[src/rtl/registrador_id_ex_if.sv]
// ID/EX boundary bundle: decode-side inputs, flush request, and the
// registered EX-side operands/controls plus hazard/debug outputs.
interface registrador_id_ex_if #(
  parameter int LARGURA_DADO = 32,
  parameter int LARGURA_CONT = 16
);
  logic [LARGURA_DADO-1:0] PC4_ID, dado1_ID, dado2_ID, endereco_ID;
  logic [4:0]              rs_ID, rt_ID, rd_ID;
  logic                    valido_ID;
  logic                    RegDest_ID, ALUSrc_ID, MemRead_ID, MemWrite_ID;
  logic                    RegWrite_ID, MemtoReg_ID, Branch_ID;
  logic [1:0]              ALUOp_ID;
  logic                    flush;

  logic [LARGURA_DADO-1:0] PC4, dado1ALU, dado2ALU, endereco;
  logic [4:0]              reg2, reg3, rs_EX;
  logic [5:0]              functEx;
  logic [1:0]              ALUOpEx;
  logic                    regDestEx, ALUSrc_EX, MemRead_EX, MemWrite_EX;
  logic                    RegWrite_EX, MemtoReg_EX, Branch_EX, valido_EX;
  logic                    stall;
  logic [LARGURA_CONT-1:0] num_bolhas, num_descartes;

  modport slave (
    input  PC4_ID, dado1_ID, dado2_ID, endereco_ID, rs_ID, rt_ID, rd_ID,
           valido_ID, RegDest_ID, ALUSrc_ID, MemRead_ID, MemWrite_ID,
           RegWrite_ID, MemtoReg_ID, Branch_ID, ALUOp_ID, flush,
    output PC4, dado1ALU, dado2ALU, endereco, reg2, reg3, rs_EX, functEx,
           ALUOpEx, regDestEx, ALUSrc_EX, MemRead_EX, MemWrite_EX,
           RegWrite_EX, MemtoReg_EX, Branch_EX, valido_EX, stall,
           num_bolhas, num_descartes
  );

  modport master (
    output PC4_ID, dado1_ID, dado2_ID, endereco_ID, rs_ID, rt_ID, rd_ID,
           valido_ID, RegDest_ID, ALUSrc_ID, MemRead_ID, MemWrite_ID,
           RegWrite_ID, MemtoReg_ID, Branch_ID, ALUOp_ID, flush,
    input  PC4, dado1ALU, dado2ALU, endereco, reg2, reg3, rs_EX, functEx,
           ALUOpEx, regDestEx, ALUSrc_EX, MemRead_EX, MemWrite_EX,
           RegWrite_EX, MemtoReg_EX, Branch_EX, valido_EX, stall,
           num_bolhas, num_descartes
  );
endinterface

[src/rtl/registrador_id_ex.sv]
// ID/EX pipeline register with load-use hazard detection, bubble insertion
// on hazard or flush, and saturating bubble/flush debug counters.
module registrador_id_ex #(
  parameter int LARGURA_DADO = 32,
  parameter int LARGURA_CONT = 16
) (
  input logic                 clock,
  input logic                 reset,
  registrador_id_ex_if.slave  idEx
);

  typedef struct packed {
    logic       regDest;
    logic       aluSrc;
    logic       memRead;
    logic       memWrite;
    logic       regWrite;
    logic       memToReg;
    logic       branch;
    logic [1:0] aluOp;
  } ctrl_t;

  localparam logic [LARGURA_CONT-1:0] CONT_MAX = '1;

  logic [LARGURA_DADO-1:0] pc4Q, dado1Q, dado2Q, enderecoQ;
  logic [4:0]              reg2Q, reg3Q, rsQ;
  ctrl_t                   ctrlId, ctrlQ, ctrlD;
  logic                    validoQ, validoD;
  logic [LARGURA_CONT-1:0] bolhasQ, descartesQ;
  logic                    haz;

  assign ctrlId = {idEx.RegDest_ID, idEx.ALUSrc_ID, idEx.MemRead_ID,
                   idEx.MemWrite_ID, idEx.RegWrite_ID, idEx.MemtoReg_ID,
                   idEx.Branch_ID, idEx.ALUOp_ID};

  // Load in EX whose destination is read by the instruction in ID; $0 never hazards.
  assign haz = idEx.valido_ID & ctrlQ.memRead & (reg2Q != 5'd0) &
               ((reg2Q == idEx.rs_ID) | (reg2Q == idEx.rt_ID));
  assign idEx.stall = haz & ~idEx.flush;

  always_comb begin
    ctrlD   = ctrlId;
    validoD = idEx.valido_ID;
    if (idEx.flush || haz || !idEx.valido_ID) begin
      ctrlD   = '0;
      validoD = 1'b0;
    end
  end

  always_ff @(posedge clock or negedge reset) begin
    if (!reset) begin
      pc4Q       <= '0;
      dado1Q     <= '0;
      dado2Q     <= '0;
      enderecoQ  <= '0;
      reg2Q      <= '0;
      reg3Q      <= '0;
      rsQ        <= '0;
      ctrlQ      <= '0;
      validoQ    <= 1'b0;
      bolhasQ    <= '0;
      descartesQ <= '0;
    end else begin
      // Data fields always follow ID; only the bubble controls make them don't-care.
      pc4Q      <= idEx.PC4_ID;
      dado1Q    <= idEx.dado1_ID;
      dado2Q    <= idEx.dado2_ID;
      enderecoQ <= idEx.endereco_ID;
      reg2Q     <= idEx.rt_ID;
      reg3Q     <= idEx.rd_ID;
      rsQ       <= idEx.rs_ID;
      ctrlQ     <= ctrlD;
      validoQ   <= validoD;
      if (idEx.flush) begin
        if (descartesQ != CONT_MAX) descartesQ <= descartesQ + 1'b1;
      end else if (haz) begin
        if (bolhasQ != CONT_MAX) bolhasQ <= bolhasQ + 1'b1;
      end
    end
  end

  assign idEx.PC4           = pc4Q;
  assign idEx.dado1ALU      = dado1Q;
  assign idEx.dado2ALU      = dado2Q;
  assign idEx.endereco      = enderecoQ;
  assign idEx.functEx       = enderecoQ[5:0];
  assign idEx.reg2          = reg2Q;
  assign idEx.reg3          = reg3Q;
  assign idEx.rs_EX         = rsQ;
  assign idEx.regDestEx     = ctrlQ.regDest;
  assign idEx.ALUSrc_EX     = ctrlQ.aluSrc;
  assign idEx.MemRead_EX    = ctrlQ.memRead;
  assign idEx.MemWrite_EX   = ctrlQ.memWrite;
  assign idEx.RegWrite_EX   = ctrlQ.regWrite;
  assign idEx.MemtoReg_EX   = ctrlQ.memToReg;
  assign idEx.Branch_EX     = ctrlQ.branch;
  assign idEx.ALUOpEx       = ctrlQ.aluOp;
  assign idEx.valido_EX     = validoQ;
  assign idEx.num_bolhas    = bolhasQ;
  assign idEx.num_descartes = descartesQ;

endmodule

[src/flat_wrapper.sv]
// flat-port wrapper written by rule: the top's interface ports become plain ports
module registrador_id_ex_flat 
#(
  parameter int LARGURA_DADO = 32,
  parameter int LARGURA_CONT = 16
)
  (clock, reset, idEx_PC4_ID, idEx_dado1_ID, idEx_dado2_ID, idEx_endereco_ID, idEx_rs_ID, idEx_rt_ID, idEx_rd_ID, idEx_valido_ID, idEx_RegDest_ID, idEx_ALUSrc_ID, idEx_MemRead_ID, idEx_MemWrite_ID, idEx_RegWrite_ID, idEx_MemtoReg_ID, idEx_Branch_ID, idEx_ALUOp_ID, idEx_flush, idEx_PC4, idEx_dado1ALU, idEx_dado2ALU, idEx_endereco, idEx_reg2, idEx_reg3, idEx_rs_EX, idEx_functEx, idEx_ALUOpEx, idEx_regDestEx, idEx_ALUSrc_EX, idEx_MemRead_EX, idEx_MemWrite_EX, idEx_RegWrite_EX, idEx_MemtoReg_EX, idEx_Branch_EX, idEx_valido_EX, idEx_stall, idEx_num_bolhas, idEx_num_descartes);
  registrador_id_ex_if #(.LARGURA_DADO(LARGURA_DADO), .LARGURA_CONT(LARGURA_CONT)) idEx_i ();
  input logic clock;
  input logic reset;
  input wire logic [$bits(idEx_i.PC4_ID)-1:0] idEx_PC4_ID;
  input wire logic [$bits(idEx_i.dado1_ID)-1:0] idEx_dado1_ID;
  input wire logic [$bits(idEx_i.dado2_ID)-1:0] idEx_dado2_ID;
  input wire logic [$bits(idEx_i.endereco_ID)-1:0] idEx_endereco_ID;
  input wire logic [$bits(idEx_i.rs_ID)-1:0] idEx_rs_ID;
  input wire logic [$bits(idEx_i.rt_ID)-1:0] idEx_rt_ID;
  input wire logic [$bits(idEx_i.rd_ID)-1:0] idEx_rd_ID;
  input wire logic [$bits(idEx_i.valido_ID)-1:0] idEx_valido_ID;
  input wire logic [$bits(idEx_i.RegDest_ID)-1:0] idEx_RegDest_ID;
  input wire logic [$bits(idEx_i.ALUSrc_ID)-1:0] idEx_ALUSrc_ID;
  input wire logic [$bits(idEx_i.MemRead_ID)-1:0] idEx_MemRead_ID;
  input wire logic [$bits(idEx_i.MemWrite_ID)-1:0] idEx_MemWrite_ID;
  input wire logic [$bits(idEx_i.RegWrite_ID)-1:0] idEx_RegWrite_ID;
  input wire logic [$bits(idEx_i.MemtoReg_ID)-1:0] idEx_MemtoReg_ID;
  input wire logic [$bits(idEx_i.Branch_ID)-1:0] idEx_Branch_ID;
  input wire logic [$bits(idEx_i.ALUOp_ID)-1:0] idEx_ALUOp_ID;
  input wire logic [$bits(idEx_i.flush)-1:0] idEx_flush;
  output wire logic [$bits(idEx_i.PC4)-1:0] idEx_PC4;
  output wire logic [$bits(idEx_i.dado1ALU)-1:0] idEx_dado1ALU;
  output wire logic [$bits(idEx_i.dado2ALU)-1:0] idEx_dado2ALU;
  output wire logic [$bits(idEx_i.endereco)-1:0] idEx_endereco;
  output wire logic [$bits(idEx_i.reg2)-1:0] idEx_reg2;
  output wire logic [$bits(idEx_i.reg3)-1:0] idEx_reg3;
  output wire logic [$bits(idEx_i.rs_EX)-1:0] idEx_rs_EX;
  output wire logic [$bits(idEx_i.functEx)-1:0] idEx_functEx;
  output wire logic [$bits(idEx_i.ALUOpEx)-1:0] idEx_ALUOpEx;
  output wire logic [$bits(idEx_i.regDestEx)-1:0] idEx_regDestEx;
  output wire logic [$bits(idEx_i.ALUSrc_EX)-1:0] idEx_ALUSrc_EX;
  output wire logic [$bits(idEx_i.MemRead_EX)-1:0] idEx_MemRead_EX;
  output wire logic [$bits(idEx_i.MemWrite_EX)-1:0] idEx_MemWrite_EX;
  output wire logic [$bits(idEx_i.RegWrite_EX)-1:0] idEx_RegWrite_EX;
  output wire logic [$bits(idEx_i.MemtoReg_EX)-1:0] idEx_MemtoReg_EX;
  output wire logic [$bits(idEx_i.Branch_EX)-1:0] idEx_Branch_EX;
  output wire logic [$bits(idEx_i.valido_EX)-1:0] idEx_valido_EX;
  output wire logic [$bits(idEx_i.stall)-1:0] idEx_stall;
  output wire logic [$bits(idEx_i.num_bolhas)-1:0] idEx_num_bolhas;
  output wire logic [$bits(idEx_i.num_descartes)-1:0] idEx_num_descartes;
  assign idEx_i.PC4_ID = idEx_PC4_ID;
  assign idEx_i.dado1_ID = idEx_dado1_ID;
  assign idEx_i.dado2_ID = idEx_dado2_ID;
  assign idEx_i.endereco_ID = idEx_endereco_ID;
  assign idEx_i.rs_ID = idEx_rs_ID;
  assign idEx_i.rt_ID = idEx_rt_ID;
  assign idEx_i.rd_ID = idEx_rd_ID;
  assign idEx_i.valido_ID = idEx_valido_ID;
  assign idEx_i.RegDest_ID = idEx_RegDest_ID;
  assign idEx_i.ALUSrc_ID = idEx_ALUSrc_ID;
  assign idEx_i.MemRead_ID = idEx_MemRead_ID;
  assign idEx_i.MemWrite_ID = idEx_MemWrite_ID;
  assign idEx_i.RegWrite_ID = idEx_RegWrite_ID;
  assign idEx_i.MemtoReg_ID = idEx_MemtoReg_ID;
  assign idEx_i.Branch_ID = idEx_Branch_ID;
  assign idEx_i.ALUOp_ID = idEx_ALUOp_ID;
  assign idEx_i.flush = idEx_flush;
  assign idEx_PC4 = idEx_i.PC4;
  assign idEx_dado1ALU = idEx_i.dado1ALU;
  assign idEx_dado2ALU = idEx_i.dado2ALU;
  assign idEx_endereco = idEx_i.endereco;
  assign idEx_reg2 = idEx_i.reg2;
  assign idEx_reg3 = idEx_i.reg3;
  assign idEx_rs_EX = idEx_i.rs_EX;
  assign idEx_functEx = idEx_i.functEx;
  assign idEx_ALUOpEx = idEx_i.ALUOpEx;
  assign idEx_regDestEx = idEx_i.regDestEx;
  assign idEx_ALUSrc_EX = idEx_i.ALUSrc_EX;
  assign idEx_MemRead_EX = idEx_i.MemRead_EX;
  assign idEx_MemWrite_EX = idEx_i.MemWrite_EX;
  assign idEx_RegWrite_EX = idEx_i.RegWrite_EX;
  assign idEx_MemtoReg_EX = idEx_i.MemtoReg_EX;
  assign idEx_Branch_EX = idEx_i.Branch_EX;
  assign idEx_valido_EX = idEx_i.valido_EX;
  assign idEx_stall = idEx_i.stall;
  assign idEx_num_bolhas = idEx_i.num_bolhas;
  assign idEx_num_descartes = idEx_i.num_descartes;
  registrador_id_ex #(.LARGURA_DADO(LARGURA_DADO), .LARGURA_CONT(LARGURA_CONT)) u_core (.clock(clock), .reset(reset), .idEx(idEx_i));
endmodule
[config.mk]
export PLATFORM = sky130hd
export DESIGN_NAME = registrador_id_ex_flat
export DESIGN_NICKNAME = d
export VERILOG_FILES = /design/src/rtl/registrador_id_ex_if.sv /design/src/rtl/registrador_id_ex.sv /design/src/flat_wrapper.sv
export SDC_FILE = /design/constraint.sdc
export NUM_CORES = 1
export LEC_CHECK = 0
export ABC_AREA = 0
export BUFFER_PORTS_ARGS = -buffer_cell sky130_fd_sc_hd__buf_4
export CELL_PAD_IN_SITES_DETAIL_PLACEMENT = 1
export CELL_PAD_IN_SITES_GLOBAL_PLACEMENT = 2
export CORE_UTILIZATION = 25
export CTS_BUF_LIST = sky130_fd_sc_hd__clkbuf_8
export DETAILED_ROUTE_END_ITERATION = 10
export PLACE_DENSITY = 0.81
export RECOVER_POWER = 100
export SLEW_MARGIN = 20
export SYNTH_ARGS = -nofsm -noshare
export SYNTH_HDL_FRONTEND = slang
export SYNTH_SLANG_ARGS = --single-unit
[constraint.sdc]
create_clock -name clock -period 1.9 [get_ports clock]
set_clock_uncertainty 0.15 [all_clocks]
set_input_delay 0.38 -clock clock [delete_from_list [all_inputs] [get_ports clock]]
set_output_delay 0.38 -clock clock [all_outputs]
set_load 0.05 [all_outputs]
==> run summary <==
The run finished, with violations left. The checks that failed: design-rule violations, negative setup slack. The clock sink total came out at 185.

The final weighted congestion in routability-driven placement came out at 0.830. The via count of the routed design is approximately 5000. The DRC marker count from the first detailed-route iteration came out at between 150 and 200.

In this run, flip-flops and latches consume 47.4% of the power. The peak supply drop came out at 0.991 mV. The core footprint is 22000 um^2. The worst setup path is captured at a primary output. The number of nets in the layout is 1052. The smallest clock period supported by the final layout is computed as 2.50 ns. The total nets after synthesis is about 490.

The tightest min-delay check is of the input pin to register type. The number of rows created at floorplan came out at 54. The hold violation total from the final report came out at 0. The wire length reported by the detailed router came out at 24.2 mm. The internal portion of the total power is 5.96 mW. The detailed-routing iteration count for the pre-antenna-repair pass is 7.

The final standard cell count with taps included and fillers excluded is 1191. The number of levels in the clock H-tree came out at 4. The fraction of final layout cells sized beyond drive strength 1 came out at between 50% and 60%. OpenSTA, run right after detailed placement, puts the worst setup slack at -0.261 ns. In this run the power density over the cells is approximately 850 nW/um^2. The sequential cells in the finished layout cover a total of 4650 um^2.

The worst setup margin is -0.598 ns. After synthesis the cells add up to 5630 um^2. Yosys printed 0 warnings. The placed cell count is 990. The post-route antenna net violation count came out at 0.

The setup violation total in the final timing report came out at 27. The die span in x is 152 um. Clock tree synthesis inserted a total of 17 buffers.

The final routed DRC violation total is 56. The achievable clock frequency is around 400 MHz. The hold slack came out at 0.151 ns. The number of global-route vias before repair came to 5927. The type of origin of the critical path is a register. In this run the tool buffered the top-level ports with 347 buffer cells. The total grt overflow came out at 0. The number of inserted filler cells in the final layout is 2257.

After synthesis, the cell types taking the most area are sky130_fd_sc_hd__dfrtp_1, sky130_fd_sc_hd__xor2_1, sky130_fd_sc_hd__xnor2_1, sky130_fd_sc_hd__and2_1, sky130_fd_sc_hd__nand4_1. The first-pass GRT wire length came out at 36.8 mm. The accumulated negative setup slack came out at -7.06 ns. The remaining max-slew budget at the tightest pin is 19.7%. The count of flip-flops with a built-in enable after synthesis is 0.

The highest net fanout along the worst path came out at 2. The tree is rooted in a sky130_fd_sc_hd__clkbuf_8. The multi-input combinational cells in the finished layout cover a total of 1170 um^2. The arrival time of data at the critical path endpoint is between 1.5 and 2 ns. The switching share of power is 34.9%. The placed wire-length estimate after detailed placement is 15.2 mm.

STA puts the critical path data required time at 1.37 ns. The analysis attributes to net switching a power of ~3.2 mW. The clock edge transition at the registers on the reported setup and hold paths is ~0.10 ns. The overall die area is roughly 23000 um^2.

The synthesis-stage register bit count came out at 185. The number of max-cap violations is 0. The I/O pin count is 348. The insertion delay to the later sink of the worst-skew pair is 0.47 ns. The per-cell routed wire length came out at 20.3 um. The mean instance size in the synthesized netlist came out at 17.1 um^2. The final design area excluding fillers came out at 10800 um^2. The die is 152 um tall. The share of the yosys chip area belonging to registers is between 80% and 90%. The final-report max-slew violation count is 0. The share of synthesized area in the top cell type comes to 82.3%. Summed over all cells, the static leakage comes to 5.40 nW. The cell count after synthesis is 329. Compared with the post-synthesis result, the final layout area differs by 91.4%.

The async set-reset flop share out of synthesis is 100%. The count of cell types in the netlist came out at 35. In this run the deepest clock path goes through 2 buffers. The combinational share of power is 23.8%. Summed over all instances, the cell type with the most area after synthesis is sky130_fd_sc_hd__dfrtp_1.

The initial antenna violation count was 4. Setup repair after global routing could not meet its margin everywhere. TritonCTS built the clock tree. The largest net degree at the start of global routing is 48. The worst path uses 131% of the clock period. The category of the critical setup timing path is register to primary output.

The aggregate global-route resource usage is 21.5%. The clock network fraction of total power came out at between 20% and 30%. The leading register cell type out of synthesis is sky130_fd_sc_hd__dfrtp_1. The initial core utilization is 25.6%. For the pin with the worst max-slew slack, the measured transition is between 1 and 1.5 ns.

Using the TritonRoute via totals, the vias-per-cell ratio works out to between 4 and 5. The post-detailed-placement cell area is 8940 um^2.
-- power by group through the flow --
stage	registers (mW)	clock network, mW	logic (mW)
2_1_floorplan	5.24	0	0.190
3_3_place_gp	4.40	0	1.88
3_5_place_dp	4.42	0	1.92
4_1_cts	4.34	2.70	2.22
5_1_grt	4.36	2.88	2.28
6_report	4.33	2.64	2.18
-- logic make-up (layout without fill, tap and decap cells) --
group           after synthesis  in the layout  synth area share [%]
flops                       185            185                  82.3
simple gates                 80             80                  7.96
xor+xnor                     38             38                  5.91
buf+inv                      12            589                  1.47
compound gates               10             10                  1.49
fa+ha+maj                     2              2                 0.445
mux                           2              2                 0.467
other cells                   0              5                     0
-- registers in the layout, indices dropped and copies added (netlist names), 2 cells and up --
| register | count |
|---|---|
| u_core.idEx.dado1ALU | 32 |
| u_core.idEx.PC4 | 32 |
| u_core.idEx.rs_EX | 5 |
| u_core.idEx.reg2 | 5 |
| u_core.idEx.endereco | 32 |
| u_core.idEx.ALUOpEx | 2 |
| u_core.idEx.dado2ALU | 32 |
| u_core.idEx.num_descartes | 16 |
| u_core.idEx.num_bolhas | 16 |
| u_core.idEx.reg3 | 5 |
-- what timing repair did --
item,4_1_cts,5_1_grt
hold buffers,153,0
resized for setup,30,14
endpoints found under the setup margin,27,38
setup buffers,7,7
pin swaps,9,28
hold endpoints to repair,193,0
-- metal layers --
layer	up-vias	GRT usage (%)	routed length, um
met3	37	4.54	1170
met1	2512	22.3	8560
met5	-	0	0
li1	2224	-	-
met4	0	8.55	702
met2	202	41.7	13700
-- final timing paths --
check                                             start                      endpoint  slack, ns  cells after the start
max                                 u_core.idEx.reg2[2]                    idEx_stall      -0.60                      5
min                                          idEx_flush  u_core.idEx.num_descartes[7]       0.15                      3
max reg2reg                         u_core.idEx.reg2[2]     u_core.idEx.num_bolhas[1]      -0.38                      9
min reg2reg                u_core.idEx.num_descartes[6]  u_core.idEx.num_descartes[6]       0.35                      1
max in group asynchronous                         reset           u_core.idEx.reg2[3]       0.10                      3
min in group asynchronous                         reset            u_core.idEx.PC4[9]       0.55                      2
-- layout make-up --
cell class	instances	area share, %
diodes	5	0.116
clock buffers	17	2.17
clock inverters	14	1.37
inverters	3	0.105
multi-input cells	132	10.9
flip-flops and latches	185	43.2
well taps	280	3.25
repair buffers	555	38.9
-- worst max-delay path, stage by stage, from the launching register on --
cell and delay [ns]:
sky130_fd_sc_hd__dfrtp_2 0.42, sky130_fd_sc_hd__or4_4 0.55, sky130_fd_sc_hd__o211ai_4 0.19, sky130_fd_sc_hd__nand2b_4 0.17, sky130_fd_sc_hd__nor2_4 0.03, sky130_fd_sc_hd__buf_6 0.15
-- cell usage after synthesis (all sizes together) (2+ instances only) --
| cell type | instances |
|---|---|
| and2 | 9 |
| nor4 | 6 |
| and3 | 2 |
| nand4 | 9 |
| nor3 | 9 |
| inv | 3 |
| nand3 | 10 |
| ha | 2 |
| dfrtp | 185 |
| and4 | 2 |
| nor4b | 3 |
| o21ai | 2 |
| xor2 | 26 |
| or4 | 2 |
| xnor2 | 12 |
| mux2 | 2 |
| nand2 | 12 |
| nor2 | 12 |
| buf | 8 |
-- layout by cell type (no fill, tap or decap), drive strengths merged, types with 3 or more instances in the layout --
| cell | count |
|---|---|
| and2 | 9 |
| clkbuf | 318 |
| nor2 | 12 |
| nand4 | 9 |
| xnor2 | 12 |
| nor4b | 3 |
| nand3 | 10 |
| dfrtp | 185 |
| nand2 | 12 |
| nor4 | 6 |
| xor2 | 26 |
| clkinv | 4 |
| diode | 5 |
| nor3 | 9 |
| buf | 101 |
| dlygate4sd3 | 153 |
| inv | 12 |
-- stage by stage --
stage               total power [mW]  utilization, %
finish                          9.15            49.1
global route                    9.52            49.1
CTS                             9.26            50.6
detailed placement              6.34            40.7
global placement                6.28            40.7
floorplan                       5.43               -
No activity file was read; power rests on OpenSTA's default activity.
